### src/rtl/mcu_timer.sv
// Memory-mapped prescaled 32-bit timer with compare/auto-reload, sticky W1C flags and interrupt.
// Optional PWM output and duty register at 0x14 when MCU_TIMER_PWM_EN is defined.
module mcu_timer #(
    parameter logic [31:0] BASE_ADDR = 32'h1000_0000
) (
    input  logic        clk_i,
    input  logic        rst_in,
    input  logic [31:0] addr_i,
    input  logic        we_i,
    input  logic [3:0]  be_i,
    input  logic [31:0] wdat_i,
    output logic [31:0] rdat_o,
    output logic        sel_o,
    output logic        irq_o,
    output logic        pwm_o
);

    localparam logic [5:0] OFF_CTRL   = 6'd0;
    localparam logic [5:0] OFF_PRESC  = 6'd1;
    localparam logic [5:0] OFF_COUNT  = 6'd2;
    localparam logic [5:0] OFF_CMP    = 6'd3;
    localparam logic [5:0] OFF_STATUS = 6'd4;
`ifdef MCU_TIMER_PWM_EN
    localparam logic [5:0] OFF_PWM    = 6'd5;
`endif

    function automatic logic [31:0] merge_bytes(input logic [31:0] old_v,
                                                input logic [31:0] new_v,
                                                input logic [3:0]  be);
        logic [31:0] res;
        for (int i = 0; i < 4; i++) begin
            res[8*i +: 8] = be[i] ? new_v[8*i +: 8] : old_v[8*i +: 8];
        end
        return res;
    endfunction

    logic [2:0]  ctrl_q,  ctrl_d;
    logic [15:0] presc_q, presc_d;
    logic [31:0] count_q, count_d;
    logic [31:0] cmp_q,   cmp_d;
    logic        match_q, match_d;
    logic        ovf_q,   ovf_d;
    logic [15:0] psc_q,   psc_d;

    logic [5:0]  off;
    logic        wr_en;
    logic        tick;
    logic        cmp_hit;
    logic        unused_addr_bits;

    assign sel_o            = (addr_i[31:8] == BASE_ADDR[31:8]);
    assign off              = addr_i[7:2];
    assign wr_en            = we_i & sel_o;
    assign tick             = ctrl_q[0] && (psc_q == presc_q);
    assign cmp_hit          = (count_q == cmp_q);
    assign unused_addr_bits = ^addr_i[1:0];

`ifdef MCU_TIMER_PWM_EN
    logic [31:0] pwm_q, pwm_d;
    logic        pwm_out_q, pwm_out_d;
`endif

    always_comb begin
        ctrl_d  = ctrl_q;
        presc_d = presc_q;
        count_d = count_q;
        cmp_d   = cmp_q;
        match_d = match_q;
        ovf_d   = ovf_q;
        psc_d   = psc_q;
`ifdef MCU_TIMER_PWM_EN
        pwm_d     = pwm_q;
        pwm_out_d = ctrl_q[0] && (count_q < pwm_q);
`endif

        if (!ctrl_q[0] || tick) begin
            psc_d = 16'd0;
        end else begin
            psc_d = psc_q + 16'd1;
        end

        // W1C clears are applied first so a simultaneous hardware set wins
        if (wr_en && off == OFF_STATUS && be_i[0]) begin
            if (wdat_i[0]) match_d = 1'b0;
            if (wdat_i[1]) ovf_d   = 1'b0;
        end

        if (tick) begin
            if (cmp_hit) begin
                match_d = 1'b1;
                if (ctrl_q[1]) begin
                    count_d = 32'd0;
                end else begin
                    count_d = count_q + 32'd1;
                    if (count_q == 32'hFFFF_FFFF) ovf_d = 1'b1;
                end
            end else if (count_q == 32'hFFFF_FFFF) begin
                count_d = 32'd0;
                ovf_d   = 1'b1;
            end else begin
                count_d = count_q + 32'd1;
            end
        end

        if (wr_en) begin
            case (off)
                OFF_CTRL:  if (be_i[0]) ctrl_d = wdat_i[2:0];
                OFF_PRESC: begin
                    presc_d = merge_bytes({16'd0, presc_q}, wdat_i, be_i) >> 0;
                    psc_d   = 16'd0;
                end
                OFF_COUNT: count_d = merge_bytes(count_q, wdat_i, be_i);
                OFF_CMP:   cmp_d   = merge_bytes(cmp_q, wdat_i, be_i);
`ifdef MCU_TIMER_PWM_EN
                OFF_PWM:   pwm_d   = merge_bytes(pwm_q, wdat_i, be_i);
`endif
                default: ;
            endcase
        end
    end

    always_ff @(posedge clk_i or negedge rst_in) begin
        if (!rst_in) begin
            ctrl_q  <= '0;
            presc_q <= '0;
            count_q <= '0;
            cmp_q   <= '0;
            match_q <= 1'b0;
            ovf_q   <= 1'b0;
            psc_q   <= '0;
        end else begin
            ctrl_q  <= ctrl_d;
            presc_q <= presc_d;
            count_q <= count_d;
            cmp_q   <= cmp_d;
            match_q <= match_d;
            ovf_q   <= ovf_d;
            psc_q   <= psc_d;
        end
    end

`ifdef MCU_TIMER_PWM_EN
    always_ff @(posedge clk_i or negedge rst_in) begin
        if (!rst_in) begin
            pwm_q     <= '0;
            pwm_out_q <= 1'b0;
        end else begin
            pwm_q     <= pwm_d;
            pwm_out_q <= pwm_out_d;
        end
    end

    assign pwm_o = pwm_out_q;
`else
    assign pwm_o = 1'b0;
`endif

    assign irq_o = ctrl_q[2] & (match_q | ovf_q);

    always_comb begin
        rdat_o = 32'd0;
        if (sel_o) begin
            case (off)
                OFF_CTRL:   rdat_o = {29'd0, ctrl_q};
                OFF_PRESC:  rdat_o = {16'd0, presc_q};
                OFF_COUNT:  rdat_o = count_q;
                OFF_CMP:    rdat_o = cmp_q;
                OFF_STATUS: rdat_o = {30'd0, ovf_q, match_q};
`ifdef MCU_TIMER_PWM_EN
                OFF_PWM:    rdat_o = pwm_q;
`endif
                default:    rdat_o = 32'd0;
            endcase
        end
    end

endmodule
### config.mk
export PLATFORM = sky130hd
export DESIGN_NAME = mcu_timer
export DESIGN_NICKNAME = d
export VERILOG_FILES = /design/src/rtl/mcu_timer.sv
export SDC_FILE = /design/constraint.sdc
export NUM_CORES = 1
export LEC_CHECK = 0
export CAP_MARGIN = 10
export CORE_AREA = 2 2 90 156
export CTS_CLUSTER_SIZE = 20
export DETAILED_ROUTE_END_ITERATION = 16
export DIE_AREA = 0 0 92 158
export PLACE_DENSITY_LB_ADDON = 0.1
export SETUP_SLACK_MARGIN = 0.05
export SKIP_CTS_REPAIR_TIMING = 1
export SYNTH_ARGS = -nofsm -noshare
export SYNTH_HDL_FRONTEND = slang
export SYNTH_SLANG_ARGS = --single-unit
### constraint.sdc
create_clock -name clk_i -period 3.4 [get_ports clk_i]
set_clock_uncertainty 0.1 [all_clocks]
set_input_delay 0.51 -clock clk_i [delete_from_list [all_inputs] [get_ports clk_i]]
set_output_delay 0.51 -clock clk_i [all_outputs]
set_load 0.01 [all_outputs]
==> results by group, run 1 <==
Status
  • Status: completed

Detailed routing
  • DRC: 0
  • Router iterations before antenna repair: 7
  • DRT iter0 DRCs: 404
  • DRT antenna net count: 0
  • Via/cell ratio: 6.00
  • Wire per inst: 20.5 um
  • Via count: 5757
  • WL final: 19700 um

Floorplan
  • DIE AREA: 14500 um^2
  • Area of the core: 13300 um^2
  • Die X: 92 um
  • # IOs: 106
  • Die height: 158 um
  • Starting Density: 48.9%
  • Row cnt: 56

Synth
  • Post-synth cell types: 62
  • Register area share after synthesis: 38.8%
  • Main synth FF type: dfrtp_1
  • Yosys warnings: 0
  • Ys async rst share: 100%
  • Syn nets: 765
  • Average cell area after synthesis: 9.41 um^2
  • Mapped Cells: 692
  • Synthesized cell area: 6510 um^2
  • EDFF count, synth: 0
  • Seq cells post-synth: 101

Setup path
  • Top cell by count, worst path: clkdlybuf4s50_1
  • Crit path buffers/inverters: 2
  • CP Capture Type: output pin
  • Setup Crit Path Kind: in2out
  • R2R setup slack: 0.31 ns
  • Critical path peak fanout: 4
  • Critical-path cell list: clkdlybuf4s50_1, or4_1, nor2_2, and2_4, nand2_1, nor2_1, clkdlybuf4s50_1
  • Critical path's largest stage delay: 0.55 ns
  • Reg-to-reg critical path endpoint: count_q[13]$_DFFE_PN0P_
  • Data required, critical path: 2.79 ns
  • Slowest CP cell: or4_1
  • Worst path arrival time: 2.57 ns
  • Worst R2R Path Depth: 8
  • CP startpoint kind: input pin
  • Reg-to-reg startpoint: psc_q[2]$_DFF_PN0_
  • CP top delay family: simple AND/OR/NAND/NOR gates

Timing
  • Final WS setup: 0.221 ns
  • RSZ-0062 raised after global routing: no
  • Fin. max-slew vios: 0
  • Final Setup Violations: 0
  • Slew at the pin with the worst max-slew slack: 0.675 ns
  • Tcrit/Tclk final: 93.5%
  • Final Critical Period: 3.18 ns
  • Hold slack final: 0.110 ns
  • Hold Fails Final Rpt: 0
  • Peak Freq: 0.315 GHz
  • Worst rel slew slack: 55.0%

Power and ir drop
  • VDD IR max: 0.285 mV
  • Power density cells: 308 nW/um^2
  • Leak: 3.85 nW

Global routing
  • Antenna violations before repair: 0
  • First-pass GRT wire length: 31300 um
  • Vias in the first global route: 5856
  • Largest net degree at the start of global routing: 102
  • Tot GR Track Use: 27.7%
  • GRT overflow: 0

Clock tree
  • Clock Latency Late Sink: 0.34 ns
  • Total CTS buffers: 9
  • Clock-pin slew on the worst setup and hold paths: 0.07 ns
  • CTS Root Cell: clkbuf_16
  • Clock sinks: 101
  • H-tree levels: 3
  • Longest Clk Path Bufs: 2
  • CTS tree: built

Cells and area
  • Layout Nets: 855
  • # diodes: 0
  • Commonest non-fill, non-tap cells in the layout: dfrtp_1 (101), clkdlybuf4s50_1 (70), nor2_1 (68)
  • Layout area overhead: 26.5%
  • Most common cell after layout, fill and taps aside: dfrtp_1
  • Share of layout cells above drive strength 1: 16.2%

Place
  • Post-place setup slack: -0.0687 ns
  • Routability congestion estimate: 0.962
  • IO Port Bufs: 102
  • Final HPWL DP: 15000 um

Flow run
  • Max-capacitance violation count: 0

Hold path
  • Min-Delay Path Class: in2async
## area by class of cell
type                       instances  area, um^2
fill                            1127        5070
multi-input combinational        525        3710
sequential                       101        2530
timing repair buffer             130        1390
clock buffer                       9         225
tap                              174         218
clock inverter                     6         113
inverter                          15        56.3
## layer usage
metal / global-route usage (%) / share of wire (%) / vias to the layer above
met4: 13.2 / 4.4 / 0
li1: - / - / 2704
met3: 3.38 / 3.3 / 43
met5: 0 / 0 / -
met2: 50.7 / 54 / 161
met1: 31.9 / 39 / 2849
## through the flow
stage | setup TNS (ns) | util, % | instance area [um^2] | cells | total power, W
after floorplan | 0 | - | 6510 | 692 | 0.00126
after global placement | -0.147 | 58.7 | 7820 | 945 | 0.00139
after global routing | 0 | 61.9 | 8240 | 960 | 0.00262
final | 0 | 61.9 | 8240 | 960 | 0.00254
after detailed placement | -0.816 | 58.7 | 7820 | 945 | 0.00139
after CTS | -1.14 | 61.3 | 8160 | 960 | 0.00257
## Yosys cell counts, drive strengths merged, types with 2 or more instances
| cell type | instances | area [um^2] |
|---|---|---|
| dfrtp | 101 | 2530 |
| nand2 | 49 | 186 |
| o21a | 4 | 30.0 |
| clkbuf | 30 | 118 |
| o2111a | 2 | 22.5 |
| o211a | 3 | 30.0 |
| a31oi | 9 | 56.3 |
| a22oi | 36 | 270 |
| o211ai | 6 | 45.0 |
| nor4b | 2 | 17.5 |
| nand4 | 34 | 234 |
| buf | 21 | 111 |
| nor4 | 14 | 109 |
| o22ai | 6 | 37.5 |
| nand3 | 28 | 150 |
| or4 | 8 | 60.1 |
| a21oi | 8 | 43.8 |
| and4 | 8 | 72.6 |
| mux2i | 11 | 110 |
| mux2 | 66 | 743 |
| a32oi | 5 | 43.8 |
| or3 | 4 | 25.0 |
| xnor2 | 57 | 499 |
| nor2b | 3 | 18.8 |
| inv | 15 | 56.3 |
| o21ai | 19 | 98.8 |
| nor3b | 2 | 15.0 |
| a31o | 2 | 17.5 |
| and3 | 16 | 100 |
| a221o | 2 | 20.0 |
| nor2 | 69 | 259 |
| and2 | 7 | 43.8 |
| xor2 | 13 | 114 |
| ha | 2 | 25.0 |
| a22o | 4 | 35.0 |
| nor3 | 14 | 70.1 |
## flip-flops by register name, summed over array words and instances, names as in the netlist
register	flops
presc_q	16
psc_q	16
count_q	32
cmp_q	32
ovf_q	1
ctrl_q	3
match_q	1
## kinds of logic after synthesis
kind of cell    synth area share [%]
mux                             13.1
simple gates                    21.5
compound gates                  12.3
flops                           38.8
fa+ha+maj                      0.384
other cells                   0.0576
xor+xnor                        9.41
buf+inv                         4.38
## where the power goes
group | leakage (nW) | switching (W) | internal, W
Clock | 0.165 | 0.000456 | 0.000717
Combinational | 2.31 | 0.0000781 | 0.0000877
Sequential | 1.37 | 0.0000000000420 | 0.00120
Total | 3.85 | 0.000534 | 0.00201
## worst reg2reg max path, cell delays in order (launching register included)
cell     delay (ns)
dfrtp_1        0.44
xnor2_1        0.42
nand4_1        0.25
nor4_4         0.54
buf_4          0.27
nand2_2        0.17
nor2_1         0.22
nand2_1        0.26
a22o_1         0.29
## how the worst max path moves through the flow
stage | endpoint | slack [ns] | startpoint | cells past startpoint
6_report | rdat_o[4] | 0.22 | addr_i[12] | 7
2_1_floorplan | rdat_o[21] | 0.62 | addr_i[12] | 7
5_1_grt | rdat_o[4] | 0.12 | addr_i[12] | 7
4_1_cts | rdat_o[1] | -0.08 | addr_i[12] | 8
3_5_place_dp | rdat_o[1] | -0.07 | addr_i[12] | 8
3_3_place_gp | rdat_o[1] | -0.03 | addr_i[12] | 8
(Power assumes the default switching activity.)
==> inputs of run 2 (changes only) <==
CAP_MARGIN = 20   (was 10)
CORE_AREA = 2 2 107 186   (was 2 2 90 156)
DIE_AREA = 0 0 109 188   (was 0 0 92 158)
SLEW_MARGIN = 20   (was unset)
==> run 2 against run 1 <==
  * Via count is 0.38% lower
  * Largest power group is now the clock network
  * Cell area increased by 1.2%
  * Critical endpoint is now sel_o
  * Combinational power hardly changed
  * Largest cell class unchanged
  * First-iteration DRC count is 8.4% lower
==> results by group, run 2 (synthesis results as in run 1) <==
Clock tree
  • H-tree levels: 3 (unchanged)
  • Clock Latency Late Sink: 0.36 ns (was 0.34 ns)
  • Longest Clk Path Bufs: 2 (unchanged)
  • Total CTS buffers: 9 (unchanged)
  • CTS tree: built (unchanged)
  • Clock-pin slew on the worst setup and hold paths: 0.07 ns (about the same)
  • Clock sinks: 101 (unchanged)
  • CTS Root Cell: clkbuf_16 (unchanged)

Detailed routing
  • Router iterations before antenna repair: 5 (was 7)
  • WL final: 21400 um (was 19700 um)
  • DRC: 0 (unchanged)
  • Wire per inst: 20.8 um (was 20.5 um)
  • Via/cell ratio: 5.57 (was 6.00)
  • DRT iter0 DRCs: 370 (was 404)
  • Via count: 5735 (was 5757)
  • DRT antenna net count: 0 (unchanged)

Setup path
  • R2R setup slack: 0.46 ns (was 0.31 ns)
  • Setup Crit Path Kind: in2out (unchanged)
  • Critical-path cell list: clkdlybuf4s50_1, or4_1, nor2_2, and2_4, buf_4, clkdlybuf4s50_1 (was clkdlybuf4s50_1, or4_1, nor2_2, and2_4, nand2_1, nor2_1, clkdlybuf4s50_1)
  • Critical path's largest stage delay: 0.55 ns (about the same)
  • Top cell by count, worst path: clkdlybuf4s50_1 (unchanged)
  • CP startpoint kind: input pin (unchanged)
  • CP Capture Type: output pin (unchanged)
  • Critical path peak fanout: 5 (was 4)
  • Worst path arrival time: 2.48 ns (was 2.57 ns)
  • Data required, critical path: 2.79 ns (about the same)
  • Slowest CP cell: clkdlybuf4s50_1 (was or4_1)
  • Reg-to-reg critical path endpoint: count_q[18]$_DFFE_PN0P_ (was count_q[13]$_DFFE_PN0P_)
  • Worst R2R Path Depth: 9 (was 8)
  • Reg-to-reg startpoint: count_q[3]$_DFFE_PN0P_ (was psc_q[2]$_DFF_PN0_)

Place
  • Final HPWL DP: 16700 um (was 15000 um)
  • Placed Area: 7900 um^2 (was 7820 um^2)
  • Routability congestion estimate: 0.916 (was 0.962)
  • Placed cells: 1013 (was 945)
  • IO Port Bufs: 102 (unchanged)

Cells and area
  • Commonest non-fill, non-tap cells in the layout: dfrtp_1 (101), clkdlybuf4s50_1 (69), nor2_1 (68) (was dfrtp_1 (101), clkdlybuf4s50_1 (70), nor2_1 (68))
  • Share of layout cells above drive strength 1: 16.4% (was 16.2%)
  • Biggest registers after layout: cmp_q (32), count_q (32) (unchanged)
  • # diodes: 0 (unchanged)
  • Post-Layout Cell Count: 1029 (was 960)
  • Final instance area: 8340 um^2 (was 8240 um^2)
  • Layout area overhead: 28.0% (was 26.5%)
  • Most common cell after layout, fill and taps aside: dfrtp_1 (unchanged)
  • Layout Nets: 856 (was 855)
  • Fillers: 1852 (was 1127)
  • Finished Core Util: 43.8% (was 61.9%)

Floorplan
  • Area of the core: 19000 um^2 (was 13300 um^2)
  • # IOs: 106 (unchanged)
  • DIE AREA: 20500 um^2 (was 14500 um^2)
  • Starting Density: 34.2% (was 48.9%)
  • Row cnt: 67 (was 56)
  • Die X: 109 um (was 92 um)
  • Die height: 188 um (was 158 um)

Power and ir drop
  • VDD IR max: 0.238 mV (was 0.285 mV)
  • Design Power: 0.00260 W (was 0.00254 W)
  • Leak: 3.87 nW (was 3.85 nW)
  • Power density cells: 312 nW/um^2 (was 308 nW/um^2)

Global routing
  • Antenna violations before repair: 0 (unchanged)
  • Largest net degree at the start of global routing: 67 (was 102)
  • Tot GR Track Use: 21.5% (was 27.7%)
  • First-pass GRT wire length: 33700 um (was 31300 um)
  • Met1 Track Usage GR: 24.4% (was 31.9%)
  • GRT busiest layer: met2 (unchanged)
  • GRT overflow: 0 (unchanged)
  • Vias in the first global route: 5950 (was 5856)
  • Met2 GRT Util: 39.9% (was 50.7%)
  • Met3 Use GR: 1.91% (was 3.38%)

Timing
  • Tcrit/Tclk final: 90.9% (was 93.5%)
  • Slew at the pin with the worst max-slew slack: 0.874 ns (was 0.675 ns)
  • Setup TNS: 0 ns (unchanged)
  • RSZ-0062 raised after global routing: no (unchanged)
  • Final Setup Violations: 0 (unchanged)
  • Final Critical Period: 3.09 ns (was 3.18 ns)
  • Fin. max-slew vios: 0 (unchanged)
  • Peak Freq: 0.323 GHz (was 0.315 GHz)
  • Worst rel slew slack: 41.7% (was 55.0%)
  • Hold Fails Final Rpt: 0 (unchanged)

Flow run
  • Max-capacitance violation count: 0 (unchanged)

Hold path
  • Min-Delay Path Class: in2async (unchanged)

Status
  • Status: completed (unchanged)
run 2: cell types whose count changed in the layout (fill, tap and decap cells not counted), sizes merged:
cell and delta:
inv +3, buf +1, clkinv -2, dlymetal6s2s +1
clkdlybuf4s50 -1
run 2: layout make-up:
cell class                      count  area (um^2)  share of cell area (%)
Clock buffer                        9          225                    2.70
Multi-Input combinational cell    525         3710                    44.5
Tap cell                          241          302                    3.62
Inverter                           15         56.3                   0.675
Timing Repair Buffer              131         1390                    16.7
Clock inverter                      7          128                    1.53
Sequential cell                   101         2530                    30.3
run 2: layer usage:
metal	wire length (um)	vias to the layer above
met5	0	-
met4	698	0
met3	713	33
met2	11900	149
met1	8070	2838
li1	-	2715
run 2: how the worst max path moves through the flow:
stage	from	end	slack (ns)	cells past startpoint
3_3_place_gp	addr_i[12]	rdat_o[1]	-0.08	8
2_1_floorplan	addr_i[12]	rdat_o[21]	0.62	7
6_report	addr_i[12]	sel_o	0.31	6
3_5_place_dp	addr_i[12]	rdat_o[0]	-0.10	8
4_1_cts	addr_i[12]	rdat_o[0]	-0.10	8
5_1_grt	addr_i[12]	sel_o	0.25	6
run 2: per-stage QoR:
step / worst slack, ns / hold WS (ns)
2_1_floorplan: 0.620 / 0.114
3_3_place_gp: -0.0755 / 0.399
3_5_place_dp: -0.105 / 0.397
4_1_cts: -0.105 / 0.208
5_1_grt: 0.246 / 0.256
6_report: 0.308 / 0.166
run 2: power breakdown:
group | switching (W) | total [W] | internal [W] | leakage (nW)
clock network | 0.000507 | 0.00124 | 0.000732 | 0.173
registers | 0.0000000000415 | 0.00120 | 0.00120 | 1.37
logic | 0.0000790 | 0.000165 | 0.0000859 | 2.33
run 2: worst max-delay path, delay by kind of cell:
kind | cells | cell delay [ns]
buf+inv | 3 | 1.10
simple gates | 3 | 0.87
